===== src/rtl/uart_tx_buffered.sv =====
// uart_tx_buffered: FIFO-buffered UART transmitter with runtime parity/stop config.
// Define UART_TX_BREAK_EN to add the i_break input that holds the idle line low.
module uart_tx_buffered #(
   parameter int CLK_FREQ      = 100_000_000,
   parameter int BAUD_RATE     = 3_000_000,
   parameter int NUM_DATA_BITS = 8,
   parameter int FIFO_DEPTH    = 16
) (
   input  logic                         i_clk,
   input  logic                         i_rst_n,
   input  logic                         i_tx_valid,
   input  logic [NUM_DATA_BITS-1:0]     i_tx_data,
   output logic                         o_tx_ready,
   input  logic                         i_parity_en,
   input  logic                         i_parity_odd,
   input  logic                         i_two_stop,
`ifdef UART_TX_BREAK_EN
   input  logic                         i_break,
`endif
   output logic [$clog2(FIFO_DEPTH):0]  o_fifo_count,
   output logic                         o_busy,
   output logic                         o_tx
);
   localparam int DIV = (CLK_FREQ + BAUD_RATE / 2) / BAUD_RATE;
   localparam int CW  = $clog2(DIV + 1);
   localparam int AW  = $clog2(FIFO_DEPTH);
   localparam int BW  = $clog2(NUM_DATA_BITS + 1);

   typedef enum logic [2:0] {IDLE, START, DATA, PARITY, STOP} state_t;

   state_t                   state;
   logic [NUM_DATA_BITS-1:0] mem [FIFO_DEPTH];
   logic [NUM_DATA_BITS-1:0] head;
   logic [NUM_DATA_BITS-1:0] shreg;
   logic [AW-1:0]            wr_ptr, rd_ptr;
   logic [AW:0]              count;
   logic [CW-1:0]            cnt;
   logic [BW-1:0]            bit_idx;
   logic                     ne_q, avail, go, push, pop, bit_end, frame_end;
   logic                     par_en, par_bit, two_stop, stop_idx, tx_q;

   assign o_tx_ready   = count != (AW + 1)'(FIFO_DEPTH);
   assign o_fifo_count = count;
   assign o_busy       = state != IDLE || count != '0;
   assign head         = mem[rd_ptr];
   assign push         = i_tx_valid && o_tx_ready;
   // The FSM sees a new entry one cycle after it lands, giving a two-edge write-to-start latency.
   assign avail        = ne_q && count != '0;
   assign bit_end      = cnt == CW'(DIV - 1);
   assign frame_end    = bit_end && (stop_idx || !two_stop);
   assign pop          = go && (state == IDLE || (state == STOP && frame_end));

`ifdef UART_TX_BREAK_EN
   assign go   = avail && !i_break;
   assign o_tx = tx_q && !(i_break && state == IDLE);
`else
   assign go   = avail;
   assign o_tx = tx_q;
`endif

   always_ff @(posedge i_clk)
      if (push) mem[wr_ptr] <= i_tx_data;

   always_ff @(posedge i_clk or negedge i_rst_n)
      if (!i_rst_n) begin
         wr_ptr <= '0;
         rd_ptr <= '0;
         count  <= '0;
         ne_q   <= 1'b0;
      end else begin
         if (push) wr_ptr <= wr_ptr + 1'b1;
         if (pop) rd_ptr <= rd_ptr + 1'b1;
         if (push && !pop) count <= count + 1'b1;
         else if (pop && !push) count <= count - 1'b1;
         ne_q <= count != '0;
      end

   always_ff @(posedge i_clk or negedge i_rst_n)
      if (!i_rst_n) begin
         state    <= IDLE;
         tx_q     <= 1'b1;
         cnt      <= '0;
         bit_idx  <= '0;
         shreg    <= '0;
         par_en   <= 1'b0;
         par_bit  <= 1'b0;
         two_stop <= 1'b0;
         stop_idx <= 1'b0;
      end else begin
         cnt <= (state == IDLE || bit_end) ? '0 : cnt + 1'b1;
         if (pop) begin
            state    <= START;
            tx_q     <= 1'b0;
            shreg    <= head;
            par_en   <= i_parity_en;
            par_bit  <= ^head ^ i_parity_odd;
            two_stop <= i_two_stop;
         end else begin
            case (state)
               IDLE: tx_q <= 1'b1;
               START:
                  if (bit_end) begin
                     state   <= DATA;
                     tx_q    <= shreg[0];
                     shreg   <= shreg >> 1;
                     bit_idx <= '0;
                  end
               DATA:
                  if (bit_end) begin
                     if (bit_idx == BW'(NUM_DATA_BITS - 1)) begin
                        state    <= par_en ? PARITY : STOP;
                        tx_q     <= par_en ? par_bit : 1'b1;
                        stop_idx <= 1'b0;
                     end else begin
                        tx_q    <= shreg[0];
                        shreg   <= shreg >> 1;
                        bit_idx <= bit_idx + 1'b1;
                     end
                  end
               PARITY:
                  if (bit_end) begin
                     state    <= STOP;
                     tx_q     <= 1'b1;
                     stop_idx <= 1'b0;
                  end
               STOP:
                  if (bit_end) begin
                     stop_idx <= 1'b1;
                     if (frame_end) state <= IDLE;
                  end
               default: begin
                  state <= IDLE;
                  tx_q  <= 1'b1;
               end
            endcase
         end
      end
endmodule

===== config.mk =====
export PLATFORM = sky130hd
export DESIGN_NAME = uart_tx_buffered
export DESIGN_NICKNAME = d
export VERILOG_FILES = /design/src/rtl/uart_tx_buffered.sv
export SDC_FILE = /design/constraint.sdc
export NUM_CORES = 1
export LEC_CHECK = 0
export BUFFER_PORTS_ARGS = -buffer_cell sky130_fd_sc_hd__buf_2
export CAP_MARGIN = 20
export CORE_MARGIN = 1
export CORE_UTILIZATION = 62
export DETAILED_ROUTE_END_ITERATION = 8
export GPL_ROUTABILITY_DRIVEN = 0
export PLACE_DENSITY = 0.79
export SYNTH_ARGS = -nofsm -noshare
export SYNTH_HDL_FRONTEND = slang
export SYNTH_SLANG_ARGS = --single-unit
export TNS_END_PERCENT = 50

===== constraint.sdc =====
create_clock -name i_clk -period 4.1 [get_ports i_clk]
set_clock_uncertainty 0.05 [all_clocks]
set_input_delay 0.615 -clock i_clk [delete_from_list [all_inputs] [get_ports i_clk]]
set_output_delay 0.615 -clock i_clk [all_outputs]
set_load 0.03 [all_outputs]

### Yosys cells after proc, flatten, opt, wreduce, memory -nomap -nowiden

Memory sizes are Yosys's and may differ from the RTL's.
Index checks and enable logic that the tools add are counted.

* add/sub/neg operators: 6
* bitwise logic cells: 2
* muxes and demuxes: 34
* eq/ne operators: 22
* reduce and logical (&&, ||, !) cells: 27

Operator list (count)
* two-way mux 8 bit: 4
* two-way mux 3 bit: 8
* != test 3 bit, second input constant: 7
* != test 2 bit, second input constant: 8
* case mux 8 bit (2 select lines): 1
* case mux 3 bit (5 select lines): 1
* adder 4 x 1 -> 4 bit, second input constant: 3
* two-way mux 4 bit: 3
* two-way mux 1 bit: 11
* two-way mux 5 bit: 2
* nonzero test 3 bit: 3
* case mux 4 bit (2 select lines): 1
* AND reduction 4 bit: 2
* parity 8 bit: 1
* logical AND 1 bit: 7
* AND reduction 7 bit: 1
* adder 6 x 1 -> 6 bit, second input constant: 1
* == test 3 x 2 -> 1 bit, second input constant: 2
* == test 6 bit, second input constant: 1
* two-way mux 6 bit: 1
* AND reduction 6 bit: 1
* adder 5 x 1 -> 5 bit, second input constant: 1
* != test 5 bit, second input constant: 1
* AND reduction 5 bit: 1
* 13 further kinds: 19

* RAM bits: 128
* output and inout port bits: 8
* flip-flop bits (word level): 40
* input port bits: 14
* memories: 1

Memories
* mem: depth 16, bits a word 8, rd ports 1, clocked after Yosys merged registers in 0, wr ports 1, RTL line 32 `logic [NUM_DATA_BITS-1:0] mem [FIFO_DEPTH];`

### Depth between registers and ports, before layout

Gate-level depths: netlist of the first run.

* depth in word-level cells: 9
* mapped depth: 16
* gate-level depth less buffers: 14

### Worst setup path after synthesis of the first run

No wires, ideal clock.

* path kind: register to register
* from: register count[1] (netlist: o_fifo_count[1])
* to: register count[4] (netlist: o_fifo_count[4])
* slack: 569 ps
* arrival time: 3343 ps
* setup time: 138 ps
* clock period less this slack: 3531 ps
* buffers on the path: 2
* required time: 3912 ps
* cell stages (with the launch flop): 15
* cell sequence: dfrtp_1 -> or4_1 -> o211a_1 -> and2_0 -> clkbuf_1 -> inv_2 -> clkbuf_1 -> ha_1 -> inv_1 -> fa_1 -> a21o_1 -> a21oi_1 -> xnor2_1 -> nor2_1 -> xor2_1

* cells in the longest elaborated chain, start to end: 6

Ends and longest elaborated chain
* from (decl): RTL line 36 `logic [AW:0] count;`
* from (signal assigned): RTL line 73 `if (push && !pop) count <= count + 1'b1;`
* from (signal assigned): RTL line 74 `else if (pop && !push) count <= count - 1'b1;`
* branches (longest 6 deep; another with subtractor 5 x 1 -> 5 bit)

Parallel ways; which one is timed is not known. The select of a mux whose other input is x is not followed.
A chain may end at the register's enable or synchronous reset.

### Final worst setup path of the first run

Ends and elaborated chain as after synthesis.

==> impl_metrics.toml, run 1 <==
[logic_synthesis]
syn_nets = 459
synth_ff_type = "edfxtp_1"
synth_top_cell_area_share_pct = 53.6
yosysWarnings = 0
synth_cell_types = 55
synthArstFlopShare_pct = 23.8
yosysTopAreaCell = "edfxtp_1"
synth-edff-count = 128
yosysSeqAreaShare_pct = 67.5
netlist_area_mm2 = 0.00718
ys_ff_latch = 168
syn_area_per_cell_um2 = 16.6
synth_area_leaders = "edfxtp_1 54%, dfrtp_1 14%, mux4_2 6.3%"
netlist_instances = 432

[layout]
layout_commonest_cell = "edfxtp_1"
final_cell_count_no_fill = 611
antennaDiodeCount = 0
area_growth_pct = 10.2
mostFrequentLayoutCells = "128 x edfxtp_1, 41 x nand2_1, 38 x dfrtp_1"
final_layout_size_suffix_gt1_share_pct = 17.4
nNetsFinal = 485

[drt]
num_vias = 3808
drtAntennaViolNets = 0
drc = 0
drt_first_pass_iters = 5
routed_wl_um = 13000
wl_per_cell_um = 21.4
first_iter_violations = 379
vias_per_cell = 6.23

[sta]
hold_viol_final = 0
final-setup-viol-count = 0
min_period_ns = 3.28
finalSetupTns_ns = 0
slew_headroom_pct = 36.0
finalMaxSlewViolations = 0
post-route-period-util_pct = 80.0
fmaxAchievable_ghz = 0.305
rsz0062_at_grt = "false"
tightest_slew_ns = 0.956

[clocking]
cts_resized = 0
clk_latency_ns = 0.42
cts_tree = "yes"
clock_path_buffers = 2
post_cts_buffers = 0
cts_made_buffers = 17
cts-root-buf = "clkbuf_16"
numClockSinks = 168
path_clk_slew_ns = 0.07
cts.htree.levels = 4
postCtsHoldBufs = 0

[floorplan]
io_pins = 22
fp.dieH_um = 110
rows = 38
start_util_pct = 64.8
core-area_mm2 = 0.0111
dieArea_mm2 = 0.0120
die_w_um = 110

[place]
io_buffers = 21
dp_hpwl_um = 8600
dpl.cell_count = 579

[global_route]
grt_pass1_vias = 3833
antenna_found_initial = 0
grt.total_usage_pct = 24.5
overflow = 0
grt_pass1_wl_um = 20500
grt_max_degree = 41

[power_and_ir_drop]
p_leak_uw = 0.00288
pwr_density_cell_mw_per_mm2 = 760
peakVddDrop_mv = 0.601

[critical_path]
path_max_fanout = 11
crit_required_ns = 4.35
worst_setup_path_end_kind = "flop"
path_class = "reg -> reg"
crit_family = "simple AND/OR/NAND/NOR gates"
critPathArrivalTime_ns = 3.53
path_buf_inv = 2
crit_path_max_incr_delay_ns = 0.57
crit_path_start_kind = "flop"
path_cells = "or4_1, o211a_1, and2_0, inv_2, ha_1, inv_1, fa_1, a21o_1, a21oi_1, xnor2_1, nor2_1, xor2_1"
crit_slowest_cell = "or4_1"

[hold_path]
min-delay-path-class = "in -> async"

[run]
max_cap_viol_count = 0

[outcome]
status = "finished, final reports clean"
path summary, 6_finish.rpt:
check	from	endpoint	slack, ns	cells after the start
min in group i_clk	i_parity_en	par_en	0.35	3
max in group asynchronous	i_rst_n	rd_ptr[0]	3.11	1
worst max-delay path	o_fifo_count[1]	o_fifo_count[4]	0.82	12
worst min-delay path	i_rst_n	state[1]	0.28	1
worst min register to register	cnt[0]	cnt[0]	0.43	1
worst max register to register	o_fifo_count[1]	o_fifo_count[4]	0.82	12
state kept, by name, summed over array words and instances, names as in the netlist, 3 cells and up:
signal,count
wr_ptr,4
rd_ptr,4
shreg,8
bit_idx,4
cnt,6
state,3
mem,128
o_fifo_count,5
stage by stage:
stage / util (%) / hold slack (ns) / total power [uW] / setup WS, ns / area (um^2)
2_1_floorplan: - / 0.269 / 4120 / 0.569 / 7180
3_3_place_gp: 66.4 / 0.410 / 4450 / 0.908 / 7360
3_5_place_dp: 66.4 / 0.427 / 4550 / 0.836 / 7360
4_1_cts: 71.4 / 0.283 / 6040 / 0.823 / 7910
5_1_grt: 71.4 / 0.335 / 6320 / 0.576 / 7910
6_report: 71.4 / 0.275 / 6010 / 0.818 / 7910
Yosys cell counts (2+ instances only):
| cell | count |
|---|---|
| edfxtp_1 | 128 |
| nand2_1 | 41 |
| dfrtp_1 | 39 |
| nor2_1 | 28 |
| mux4_2 | 20 |
| mux4_1 | 16 |
| clkbuf_1 | 13 |
| a22oi_1 | 12 |
| ha_1 | 12 |
| nand3_1 | 12 |
| inv_1 | 11 |
| o21ai_1 | 10 |
| xnor2_1 | 10 |
| nor3_1 | 7 |
| o21ai_0 | 7 |
| xor2_1 | 6 |
| a21oi_1 | 4 |
| and3_1 | 3 |
| buf_12 | 3 |
| nand2b_1 | 3 |
| nor2b_1 | 3 |
| o31ai_1 | 3 |
| xnor3_1 | 3 |
| a211oi_1 | 2 |
| a21o_1 | 2 |
| and2_1 | 2 |
| buf_1 | 2 |
| bufbuf_8 | 2 |
| or3_1 | 2 |
cell type report:
class,count,area (um^2)
tap,140,175
timing repair buffer,29,178
clock buffer,19,433
multi-input combinational,230,2120
clock inverter,13,118
fill,688,3170
sequential,168,4850
inverter,12,45.0
cells by family after synthesis:
| family | Yosys count | share of synthesized area (%) |
|---|---|---|
| muxes | 38 | 12.4 |
| DFF | 168 | 67.5 |
| and+or+nand+nor | 108 | 6.75 |
| xor gates and xnor gates | 20 | 3.12 |
| AOI/OAI and AO/OA | 51 | 4.81 |
| adders and majority gates | 13 | 2.37 |
| buffers and inverters | 34 | 3.00 |
power breakdown:
group | switching, uW | leakage, uW | internal [uW] | total, uW
Sequential | 293 | 0.00165 | 2140 | 2430
Clock | 648 | 0.000266 | 841 | 1490
Combinational | 1050 | 0.000962 | 1030 | 2090
metal layers:
layer	GRT usage [%]	vias to the layer above	wire length [um]
li1	-	1725	-
met1	32.6	1939	5580
met2	39.1	132	6560
met3	7.35	12	762
met4	8.10	0	144
met5	0	-	0
Note: power is estimated with default switching activity, not from simulation.
==> run 2: changes to the inputs <==
==> constraint.sdc (replaced) <==
create_clock -name i_clk -period 3.1 [get_ports i_clk]
set_clock_uncertainty 0.05 [all_clocks]
set_input_delay 0.465 -clock i_clk [delete_from_list [all_inputs] [get_ports i_clk]]
set_output_delay 0.465 -clock i_clk [all_outputs]
set_load 0.03 [all_outputs]
==> run 2 against run 1 <==
Core utilization increased by 2.7 points. Worst setup slack got worse by 0.71 ns. Global-route usage increased by 1.6 points.
==> impl_metrics.toml, run 2 (synthesis gave the netlist of run 1 again) <==
[layout]
nNetsFinal = 504
multi_input_area_mm2 = 0.00216
final_layout_size_suffix_gt1_share_pct = 23.3
area_growth_pct = 14.4
final_util_pct = 74.1
regArea_mm2 = 0.00485
antennaDiodeCount = 0
largest_reg_flops = 128
largestRegisters = "mem x128, shreg x8, cnt x6"
mostFrequentLayoutCells = "128 x edfxtp_1, 41 x nand2_1, 36 x dfrtp_1"
num-fill-cells = 637
layout_commonest_cell = "edfxtp_1"
regMostFlops = "mem"

[sta]
tightest_slew_ns = 0.907
hold_viol_final = 0
finalWorstSetupSlack_ns = 0.111
final-setup-viol-count = 0
finalMaxSlewViolations = 0
slew_headroom_pct = 39.5
post-route-period-util_pct = 96.4
min_period_ns = 2.99
fmaxAchievable_ghz = 0.335

[clocking]
cts-root-buf = "clkbuf_16"
clk_latency_ns = 0.43
path_clk_slew_ns = 0.06
numClockSinks = 168
cts_tree = "yes"
postCtsHoldBufs = 0
clock_path_buffers = 2
cts_made_buffers = 17
cts.htree.levels = 4

[global_route]
grt.total_usage_pct = 26.1
grt_pass1_wl_um = 21600
grt_max_degree = 41
overflow = 0
grt_pass1_vias = 3965
antenna_found_initial = 0

[drt]
first_iter_violations = 512
drc = 0
num_vias = 3890
vias_per_cell = 6.17
routed_wl_um = 14200
wl_per_cell_um = 22.5
drtAntennaViolNets = 0
drt_first_pass_iters = 4

[run]
max_cap_viol_count = 0

[place]
pre_cts_ws_ns = 0.0932
dp_hpwl_um = 8700
io_buffers = 21

[floorplan]
start_util_pct = 64.8
io_pins = 22
core-area_mm2 = 0.0111
dieArea_mm2 = 0.0120
rows = 38
fp.dieH_um = 110
die_w_um = 110

[critical_path]
path_class = "reg -> reg"
crit_required_ns = 3.35
crit_family = "simple AND/OR/NAND/NOR gates"
worst_setup_path_end_kind = "flop"
crit_path_start_kind = "flop"
crit_path_max_incr_delay_ns = 0.53
critPathArrivalTime_ns = 3.24
path_cells = "or4_4, o211a_1, and2_0, bufinv_8, ha_4, inv_2, fa_2, a21o_1, a21oi_2, xnor2_1, nor2_1, xor2_1"
path_max_fanout = 10
path_buf_inv = 2
rr_startpoint = "o_fifo_count[0]"
crit_slowest_cell = "or4_4"
cp-startpoint = "o_fifo_count[0]"

[power_and_ir_drop]
power_frac_seq_pct = 36.7
swShare_pct = 32.6
clockPowerShare_pct = 26.3
p_int_uw = 5730
p_leak_uw = 0.00303
peakVddDrop_mv = 0.903
switchingPower_uw = 2770
pwr_density_cell_mw_per_mm2 = 1040
comb_power_share_pct = 37.0

[hold_path]
min-delay-path-class = "in -> async"

[outcome]
status = "finished, final reports clean"
## run 2: cell count changes in the layout (fill, tap and decap cells not counted), sizes merged
| cell | before | now |
|---|---|---|
| bufinv | 1 | 4 |
| buf | 29 | 48 |
| clkinv | 5 | 2 |
## run 2: routing by layer
layer / vias to the layer above / track usage [%] / share of wire (%)
met4: 0 / 13.5 / 2.1
met1: 1975 / 31.4 / 39
li1: 1763 / - / -
met5: - / 0 / 0
met2: 129 / 44.4 / 53
met3: 23 / 5.99 / 5.7
## run 2: per-stage QoR
step | cell area (um^2) | cells | setup TNS (ns) | hold WS, ns | total power (uW)
4_1_cts | 8140 | 626 | 0 | 0.149 | 8440
5_1_grt | 8210 | 630 | -0.00997 | 0.192 | 8920
3_3_place_gp | 7510 | 594 | 0 | 0.412 | 6020
3_5_place_dp | 7510 | 594 | 0 | 0.419 | 6150
2_1_floorplan | 7210 | 432 | -0.0171 | 0.119 | 5500
6_report | 8210 | 630 | 0 | 0.127 | 8510
## run 2: final cells by class
type | instances | area share, %
inverters | 12 | 0.716
clock inverters | 13 | 2.23
clock buffers | 19 | 5.52
multi-input cells | 230 | 26.3
well taps | 140 | 2.13
repair buffers | 48 | 4.05
flip-flops and latches | 168 | 59.1
## run 2: power by group through the flow
stage                     clock network [uW]  registers, uW  logic (uW)
after floorplan                            0           3110        2390
after global placement                     0           3120        2900
after detailed placement                   0           3150        3000
after CTS                               2270           3110        3060
after global routing                    2360           3160        3400
final                                   2240           3120        3150
## run 2: worst paths after layout
kind                                   endpoint  slack (ns)  cells after the start
worst min register to register       bit_idx[3]        0.43                      1
worst max register to register  o_fifo_count[4]        0.11                     12
max in group asynchronous             rd_ptr[0]        2.25                      1
worst min-delay path                     cnt[5]        0.13                      1
min in group i_clk                     two_stop        0.22                      3
worst max-delay path            o_fifo_count[4]        0.11                     12
## run 2: timing repair
| action | CTS | global route |
|---|---|---|
| setup endpoints to repair | 0 | 2 |
| buffers inserted | 0 | 4 |
| gates resized for setup | 0 | 5 |
| endpoints found under the hold margin | 0 | 0 |
## run 2: worst reg2reg max path: cells and delay by family, from the launching register on
kind,cells,cell delay (ns)
and+or+nand+nor,3,0.78
buffers and inverters,2,0.30
AOI/OAI and AO/OA,3,0.58
adders and majority gates,2,0.51
xor gates and xnor gates,2,0.25
DFF,1,0.40
